$ cat src/rtl/adc_if_pkg.sv
// Shared defaults, FSM state encoding and checkerboard constants for the
// AD9284 input-delay calibration logic.
package adc_if_pkg;

  localparam int CAL_LANES  = 8;
  localparam int CAL_TAP_W  = 5;
  localparam int CAL_N_TAPS = 1 << CAL_TAP_W;

  typedef enum logic [2:0] {
    IDLE,
    LOAD,
    SETTLE,
    CHECK,
    EVAL,
    APPLY,
    DONE
  } cal_state_t;

  // Checkerboard test mode: rise samples always see 0x55, fall samples 0xAA.
  localparam logic [7:0] CHECKER_RISE = 8'h55;
  localparam logic [7:0] CHECKER_FALL = 8'hAA;

endpackage

$ cat src/rtl/adc_delay_calib_tracker.sv
// Per-lane tracker of the current passing run and the widest run seen so far.
// The first (lowest-tap) window wins ties because replacement needs a strictly longer run.
module adc_lane_window_tracker
  import adc_if_pkg::*;
#(
  parameter int TAP_W = CAL_TAP_W
) (
  input  logic             clk,
  input  logic             reset,
  input  logic             clear,
  input  logic             eval,
  input  logic             pass,
  input  logic [TAP_W-1:0] tap,
  output logic [TAP_W-1:0] best_start,
  output logic [TAP_W:0]   best_len
);

  logic [TAP_W-1:0] run_start;
  logic [TAP_W-1:0] run_start_nxt;
  logic [TAP_W:0]   run_len;
  logic [TAP_W:0]   run_len_nxt;

  always_comb begin
    run_start_nxt = run_start;
    run_len_nxt   = '0;
    if (pass) begin
      run_start_nxt = (run_len == '0) ? tap : run_start;
      run_len_nxt   = run_len + 1'b1;
    end
  end

  always_ff @(posedge clk or posedge reset) begin
    if (reset) begin
      run_start  <= '0;
      run_len    <= '0;
      best_start <= '0;
      best_len   <= '0;
    end else if (clear) begin
      run_start  <= '0;
      run_len    <= '0;
      best_start <= '0;
      best_len   <= '0;
    end else if (eval) begin
      run_start <= run_start_nxt;
      run_len   <= run_len_nxt;
      if (pass && (run_len_nxt > best_len)) begin
        best_start <= run_start_nxt;
        best_len   <= run_len_nxt;
      end
    end
  end

endmodule

$ cat src/rtl/adc_delay_calib.sv
// IDELAY calibration controller: sweeps every tap with the ADC in checkerboard
// mode, scores each lane per tap and loads each lane with its widest window's centre.
module adc_delay_calib
  import adc_if_pkg::*;
#(
  parameter int LANES         = CAL_LANES,
  parameter int TAP_W         = CAL_TAP_W,
  parameter int SETTLE_CYCLES = 16,
  parameter int CHECK_CYCLES  = 64
) (
  input  logic                   adc_dco_clk,
  input  logic                   reset,
  input  logic                   start,
  input  logic                   idelayctrl_rdy,
  input  logic [LANES-1:0]       data_rise,
  input  logic [LANES-1:0]       data_fall,
  output logic [LANES-1:0]       delay_ld,
  output logic [LANES*TAP_W-1:0] delay_wdata,
  output logic                   busy,
  output logic                   done,
  output logic [LANES-1:0]       lane_ok,
  output logic                   cal_error
);

  localparam int CNT_W = $clog2(SETTLE_CYCLES + CHECK_CYCLES + 1);
  localparam logic [CNT_W-1:0] SETTLE_LAST = CNT_W'(SETTLE_CYCLES - 1);
  localparam logic [CNT_W-1:0] CHECK_LAST  = CNT_W'(CHECK_CYCLES - 1);
  localparam logic [TAP_W-1:0] TAP_LAST    = '1;

  cal_state_t             state_q;
  cal_state_t             state_nxt;
  logic                   accept;
  logic [CNT_W-1:0]       cyc_q;
  logic [TAP_W-1:0]       tap_q;
  logic [TAP_W-1:0]       tap_nxt;
  logic [LANES-1:0]       rise_q;
  logic [LANES-1:0]       fail_q;
  logic [LANES-1:0]       bad;
  logic [LANES-1:0]       ok_nxt;
  logic [LANES*TAP_W-1:0] wdata_q;
  logic [LANES*TAP_W-1:0] centre;
  logic [TAP_W-1:0]       best_start [LANES];
  logic [TAP_W:0]         best_len   [LANES];

  // A sample is bad if the DDR halves match or the rise half moved since last cycle.
  assign bad = (data_rise ~^ data_fall) | (data_rise ^ rise_q);

  always_comb begin
    state_nxt = state_q;
    accept    = 1'b0;
    tap_nxt   = tap_q;
    case (state_q)
      IDLE, DONE: begin
        if (start && idelayctrl_rdy) begin
          accept    = 1'b1;
          tap_nxt   = '0;
          state_nxt = LOAD;
        end
      end
      LOAD:   state_nxt = SETTLE;
      SETTLE: if (cyc_q == SETTLE_LAST) state_nxt = CHECK;
      CHECK:  if (cyc_q == CHECK_LAST) state_nxt = EVAL;
      EVAL: begin
        if (tap_q == TAP_LAST) begin
          state_nxt = APPLY;
        end else begin
          tap_nxt   = tap_q + 1'b1;
          state_nxt = LOAD;
        end
      end
      APPLY:   state_nxt = DONE;
      default: state_nxt = IDLE;
    endcase
  end

  for (genvar i = 0; i < LANES; i++) begin : g_lane
    adc_lane_window_tracker #(.TAP_W(TAP_W)) u_tracker (
      .clk        (adc_dco_clk),
      .reset      (reset),
      .clear      (accept),
      .eval       (state_q == EVAL),
      .pass       (~fail_q[i]),
      .tap        (tap_q),
      .best_start (best_start[i]),
      .best_len   (best_len[i])
    );
    assign ok_nxt[i] = (best_len[i] != '0);
    assign centre[i*TAP_W +: TAP_W] =
      ok_nxt[i] ? (best_start[i] + TAP_W'(best_len[i] >> 1)) : '0;
  end

  // The trackers settle on the final EVAL edge, so APPLY drives the centres directly.
  assign delay_wdata = (state_q == APPLY) ? centre : wdata_q;

  always_ff @(posedge adc_dco_clk or posedge reset) begin
    if (reset) begin
      state_q   <= IDLE;
      cyc_q     <= '0;
      tap_q     <= '0;
      rise_q    <= '0;
      fail_q    <= '0;
      wdata_q   <= '0;
      delay_ld  <= '0;
      busy      <= 1'b0;
      done      <= 1'b0;
      lane_ok   <= '0;
      cal_error <= 1'b0;
    end else begin
      state_q  <= state_nxt;
      tap_q    <= tap_nxt;
      rise_q   <= data_rise;
      cyc_q    <= ((state_nxt == state_q) && ((state_q == SETTLE) || (state_q == CHECK)))
                  ? cyc_q + 1'b1 : '0;
      busy     <= !((state_nxt == IDLE) || (state_nxt == DONE));
      done     <= (state_nxt == DONE);
      delay_ld <= ((state_nxt == LOAD) || (state_nxt == APPLY)) ? '1 : '0;
      if (state_nxt == LOAD) wdata_q <= {LANES{tap_nxt}};
      if (state_q == APPLY) begin
        wdata_q   <= centre;
        lane_ok   <= ok_nxt;
        cal_error <= ~&ok_nxt;
      end
      if (accept) begin
        fail_q    <= '0;
        lane_ok   <= '0;
        cal_error <= 1'b0;
      end else if (state_q == CHECK) begin
        fail_q <= fail_q | bad;
      end else if (state_q == EVAL) begin
        fail_q <= '0;
      end
    end
  end

endmodule

$ cat config.mk
export PLATFORM = sky130hd
export DESIGN_NAME = adc_delay_calib
export DESIGN_NICKNAME = d
export VERILOG_FILES = /design/src/rtl/adc_if_pkg.sv /design/src/rtl/adc_delay_calib_tracker.sv /design/src/rtl/adc_delay_calib.sv
export SDC_FILE = /design/constraint.sdc
export NUM_CORES = 1
export LEC_CHECK = 0
export ABC_AREA = 1
export ABC_CLOCK_PERIOD_IN_PS = 9700
export CELL_PAD_IN_SITES_DETAIL_PLACEMENT = 0
export CELL_PAD_IN_SITES_GLOBAL_PLACEMENT = 1
export CORE_MARGIN = 1.5
export CORE_UTILIZATION = 32
export DETAILED_ROUTE_END_ITERATION = 8
export PLACE_DENSITY = 0.64
export SLEW_MARGIN = 30
export SYNTH_ARGS = -nofsm -noshare
export SYNTH_HDL_FRONTEND = slang
export SYNTH_SLANG_ARGS = --single-unit
$ cat constraint.sdc
create_clock -name adc_dco_clk -period 9.7 [get_ports adc_dco_clk]
set_clock_uncertainty 0.15 [all_clocks]
set_input_delay 2.425 -clock adc_dco_clk [delete_from_list [all_inputs] [get_ports adc_dco_clk]]
set_output_delay 2.425 -clock adc_dco_clk [all_outputs]
set_load 0.02 [all_outputs]
======== Yosys cells after proc, flatten, opt, wreduce, memory -nomap -nowiden ========
Cells that the tools add are included.
cells by class
  add/subtract/negate cells ............... 18
  magnitude comparators ................... 8
  eq/ne operators ......................... 13
  mux-type cells .......................... 134
  bitwise gates (word level) .............. 12
  reduce and logical (&&, ||, !) cells .... 55
operators by type and width
  operator                                             number
  2-to-1 mux 5 bit                                     66
  2-to-1 mux 6 bit                                     48
  2-to-1 mux 40 bit                                    3
  adder 6 x 1 -> 6 bit, second input constant          8
  greater-than comparator 6 bit                        8
  zero test 6 bit                                      8
  2-to-1 mux 8 bit                                     6
  nonzero test 6 bit                                   8
  adder 5 bit                                          8
  nonzero test 2 bit                                   11
  case mux 3 bit (6 select lines)                      1
  OR 8 bit                                             2
  AND reduction 2 bit                                  8
  equality test 3 bit, second input constant           5
  2-to-1 mux 3 bit                                     4
  logical AND 1 bit                                    10
  case mux 5 bit (2 select lines)                      1
  inverter 1 bit                                       8
  AND reduction 8 bit                                  1
  bitwise XNOR 8 bit                                   1
  XOR 8 bit                                            1
  adder 7 x 1 -> 7 bit, second input constant          1
  equality test 7 x 4 -> 1 bit, second input constant  1
  equality test 7 x 6 -> 1 bit, second input constant  1
  other kinds (12)                                     21
word-level totals
  bits in registers ....................... 266
  input port bits ......................... 20
  word-level logic and storage cells ...... 283

======== Logic depth before layout (Yosys ltp) ========
  depth in word-level cells ............... 7
  depth in mapped cells ................... 17
  mapped depth without buffers ............ 16

======== Hierarchy ========
A second synthesis with hierarchy kept.
second synthesis, totals
  cell total of the unflattened synthesis .. 2251
  area, all modules ....................... 16358.2 um^2
by module, submodules not included
  module                                              times used  cells an instance  area an instance (um^2)  seq. area each (um^2)
  adc_lane_window_tracker at g_lane[0].u_tracker ...  5           188                1353.8                   550.5
  adc_delay_calib                                     1           750                5396.4                   2077.0
  adc_lane_window_tracker at g_lane[5].u_tracker ...  3           187                1397.6                   550.5

======== Least setup slack after synthesis ========
No wires, ideal clock.
  path type ............................... flip-flop to output port
  start point ............................. register g_lane[7].u_tracker.best_len[1]
  end point ............................... output delay_wdata[39]
  data arrival time ....................... 1.538 ns
  slack ................................... 5.587 ns
  cell stages (with the launch flop) ...... 12
  cell sequence ........................... dfrtp_1 > ha_1 > inv_1 > fa_1 > inv_1 > nand2_1 > nand2_1 > nand2_1 > nand2_1 > nor2_1 > nand3b_1 > nand2_1
on the way
  longest elaborated chain between the ends .. 3
  elaborated cells between the ends (all ways) .. 4
RTL lines
  what                                               RTL line                                      source
  start: declaration                                 adc_delay_calib_tracker.sv:15                 output logic [TAP_W:0] best_len
  start signal: assignment                           adc_delay_calib_tracker.sv:48                 best_len <= run_len_nxt;
  adder 5 bit or nonzero test 6 bit (tied branches)  adc_delay_calib.sv:89, adc_delay_calib.sv:87
  2-to-1 mux 5 bit (*)                               adc_delay_calib.sv:89                         ok_nxt[i] ? (best_start[i] + TAP_W'(best_len[i] >> 1)) : '0;
  2-to-1 mux 40 bit (*)                              adc_delay_calib.sv:93                         assign delay_wdata = (state_q == APPLY) ? centre : wdata_q;
  end: declaration                                   adc_delay_calib.sv:18                         output logic [LANES*TAP_W-1:0] delay_wdata,
Mark *: on every way between the ends. The rest lies on a longest branch, timed or not.

======== Final worst setup path ========
  start point ............................. register state_q[1]
  end point ............................... output delay_wdata[0]
on the way
  longest elaborated chain between the ends .. 2
RTL lines
  what                      RTL line                source
  start: declaration        adc_delay_calib.sv:30   cal_state_t state_q;
  start signal: assignment  adc_delay_calib.sv:109  state_q <= state_nxt;
  equality test 3 bit       adc_delay_calib.sv:93
  2-to-1 mux 40 bit         adc_delay_calib.sv:93
Every way passes these cells.

==> key figures <==
Yosys
  • Post-synth EDFFs: 0
  • Top FF cell, synth: dfrtp_1
  • Area contributors post-synth: dfrtp_1 (42%), nand2_1 (17%), ha_1 (8.0%)
  • Most frequent cell after synthesis: nand2_1
  • #FFs+latches synth: 259
  • Synth top cells by count: nand2_1 (715), dfrtp_1 (259), inv_1 (244)
  • Async SR Flop Fraction: 1.00
  • Post-synthesis average cell area: 7.36 um2
  • Mapped Nets: 2211
  • Area share of the largest cell type after synthesis: 0.423
  • Syn Inst Count: 2085
  • Post-synth cell types: 36
  • Yosys warns: 0
  • Mapped Area: 0.0153 mm2
  • Sequential fraction of the synthesis area: 0.423
  • Yosys top cell by area: dfrtp_1

Cells and area
  • Synth-to-Final Area Change: 16.0%
  • Final core occ: 0.374
  • Layout Nets: 2254
  • Final Non-Filler Cells: 2769
  • Fraction of layout cells with a size suffix above 1: 0.0497
  • Antenna cells: 0

Clock network
  • Num CTS Buffers: 35
  • Clk_lat worst skew: 0.54 ns
  • Number of setup buffers added after CTS: 0
  • Maximum root-to-sink buffer count: 3
  • CTS Root Cell: clkbuf_16
  • Sink Count: 259
  • Htree depth: 2
  • Hold-fix buffers at CTS: 0
  • CTS tree: done
  • Worst-path clk slew: 0.05 ns
  • Post-CTS sizing: 0

Critical path
  • Crit-path max cell delay: 0.66 ns
  • Crit start category: flop
  • Worst setup EP type: output pin
  • Critical Path Most Common Cell: nand2_1
  • FF-to-FF path depth: 9
  • Critical path buffers and inverters: 4
  • Worst Path Required: 7.13 ns
  • R2r setup slk: 6.26 ns
  • CP top delay family: buffers and inverters
  • Reg-to-reg endpoint: g_lane[2].u_tracker.best_start[1]$_DFFE_PP0P_
  • Worst path slowest cell: inv_2
  • Critical path type: flop to output pin
  • Critical Path AT: 3.04 ns
  • Crit-path max FO: 39
  • Critical Path Start: state_q[1]$_DFF_PP0_
  • CP cell instances: inv_1, nand2_1, nor2_2, buf_4, inv_2, nand2_1, nand2_1, clkdlybuf4s50_1
  • Worst r2r src: state_q[0]$_DFF_PP0_
  • Number of cells on the critical path: 8

Routing
  • DRT Pass-1 Iters: 7
  • DR vias: 13100
  • Post-DR wirelength/cell: 15.6 um
  • Drc violations: 0
  • DRT Wirelength: 43.2 mm
  • Post-DRT Antenna Nets: 0
  • 1st-iter DRT viols: 797
  • Vias/cell: 4.74

STA
  • RSZ-0062 raised after global routing: no
  • PnR worst setup slack: 4.08 ns
  • Final cycle utilization of the critical path: 0.579
  • Final hold violation count: 0
  • Endpoints failing setup: 0
  • Fmax: 178 MHz
  • Period minus WS final: 5.62 ns
  • Setup TNS: 0 ns
  • Slew HR: 0.376
  • Final slew viol count: 0
  • Slew @ Worst Pin: 0.935 ns

Global routing
  • Initial antenna violation count: 0
  • Vias in the first global route: 12700
  • Pin count of the biggest net entering global routing: 119
  • Grt ovf: 0
  • GRT Overall Usage: 0.180
  • Global-route wire length before repair: 70.2 mm

Min path
  • WHS Path Cells: 1
  • Hold path startpoint: cyc_q[0]$_DFF_PP0_
  • Hold crit path type: flop to flop
  • Hold path endpoint: cyc_q[0]$_DFF_PP0_

Floorplan
  • Die Span X: 222 um
  • Die Height: 222 um
  • Std-Cell Rows: 80
  • Core Area: 0.0475 mm2
  • # IOs: 79
  • Die ar.: 0.0493 mm2
  • Starting Density: 0.323

Placement
  • # port buffers: 78
  • HPWL Detailed: 29.3 mm
  • Place WS: 3.74 ns
  • Routability Congestion: 0.788
  • Placed insts: 2706

Power
  • Static Leak: 0.00978 uW
  • Power Dens Cells: 287 mW/mm2
  • Power, Total: 5110 uW
  • Worst VDD drop: 0.000111 V

Run status
  • Status: finished clean

Job
  • Max_cap viols: 0
cell usage in the layout, fill, tap and decap left out, types with 4 or more instances in the layout:
cell type,count
a31oi_1,8
fa_1,8
xnor2_1,9
nor2_1,206
bufinv_16,4
a21oi_1,36
clkdlybuf4s50_1,78
inv_2,7
a31o_2,5
or2_2,15
nand2_1,715
nand2_2,5
o21ai_0,99
o31ai_1,5
nand3_1,169
o21bai_1,9
nor3_1,7
xor2_1,11
a22oi_1,5
inv_1,243
clkbuf_1,6
dfrtp_1,259
nand4_1,30
o22ai_1,23
clkbuf_16,37
o21ai_1,15
buf_4,5
clkbuf_8,8
clkinv_2,7
ha_1,98
how the worst max path moves through the flow:
stage	slack [ns]	end
floorplan	3.71	busy$_DFF_PP0_
global placement	3.84	g_lane[2].u_tracker.best_start[4]$_DFFE_PP0P_
detailed placement	3.74	g_lane[2].u_tracker.best_start[1]$_DFFE_PP0P_
CTS	4.05	delay_wdata[21]
global route	3.96	delay_wdata[0]
finish	4.08	delay_wdata[0]
layer usage:
layer	routed length [um]	global-route usage	vias up
met4	699	0.0387	0
met3	1490	0.0285	46
met1	21800	0.254	6173
met2	19200	0.288	212
li1	-	-	6701
met5	0	0	-
logic make-up (layout without fill, tap and decap cells):
group                    after synthesis  in the layout  synth area share
AO/OA/AOI/OAI                        206            206            0.0742
XOR/XNOR                              20             20            0.0114
adder cells (fa/ha/maj)              106            106            0.0904
buffers and inverters                330            399            0.0890
flip-flops                           259            259             0.423
AND/OR/NAND/NOR                     1164           1164             0.312
layout make-up:
cell class                 count  area, um2
clock buffer                  51       1060
clock inverter                12        163
fill                        4939      29700
inverter                     251        946
multi-input combinational   1496       7520
sequential                   259       6480
tap                          615        769
timing repair buffer          85        858
power breakdown:
| part | total (uW) | switching [uW] | leakage, uW | internal [uW] |
|---|---|---|---|---|
| Sequential | 1680 | 261 | 0.00340 | 1420 |
| Combinational | 2070 | 1310 | 0.00578 | 758 |
| Clock | 1370 | 503 | 0.000605 | 862 |
stage by stage:
step / instance area (um2) / hold WS [ns]
floorplan: 15300 / 0.283
global placement: 16600 / 0.298
detailed placement: 16600 / 0.314
CTS: 17800 / 0.322
global route: 17800 / 0.349
finish: 17800 / 0.319
state kept, by name, indices dropped and copies added, names as in the netlist:
signal and count:
done 1, g_lane.u_tracker.best_len 48, rise_q 8, delay_ld 1, tap_q 5, state_q 3
wdata_q 40, cyc_q 7, cal_error 1, fail_q 8, g_lane.u_tracker.run_start 40, g_lane.u_tracker.best_start 40
lane_ok 8, g_lane.u_tracker.run_len 48, busy 1
worst register-to-register path: cells and delay by family (launching register included):
family	cells	cell delay, ns
DFF	1	0.41
buffers and inverters	3	1.05
and+or+nand+nor	6	1.73
Power figures use the tool's default switching activity.
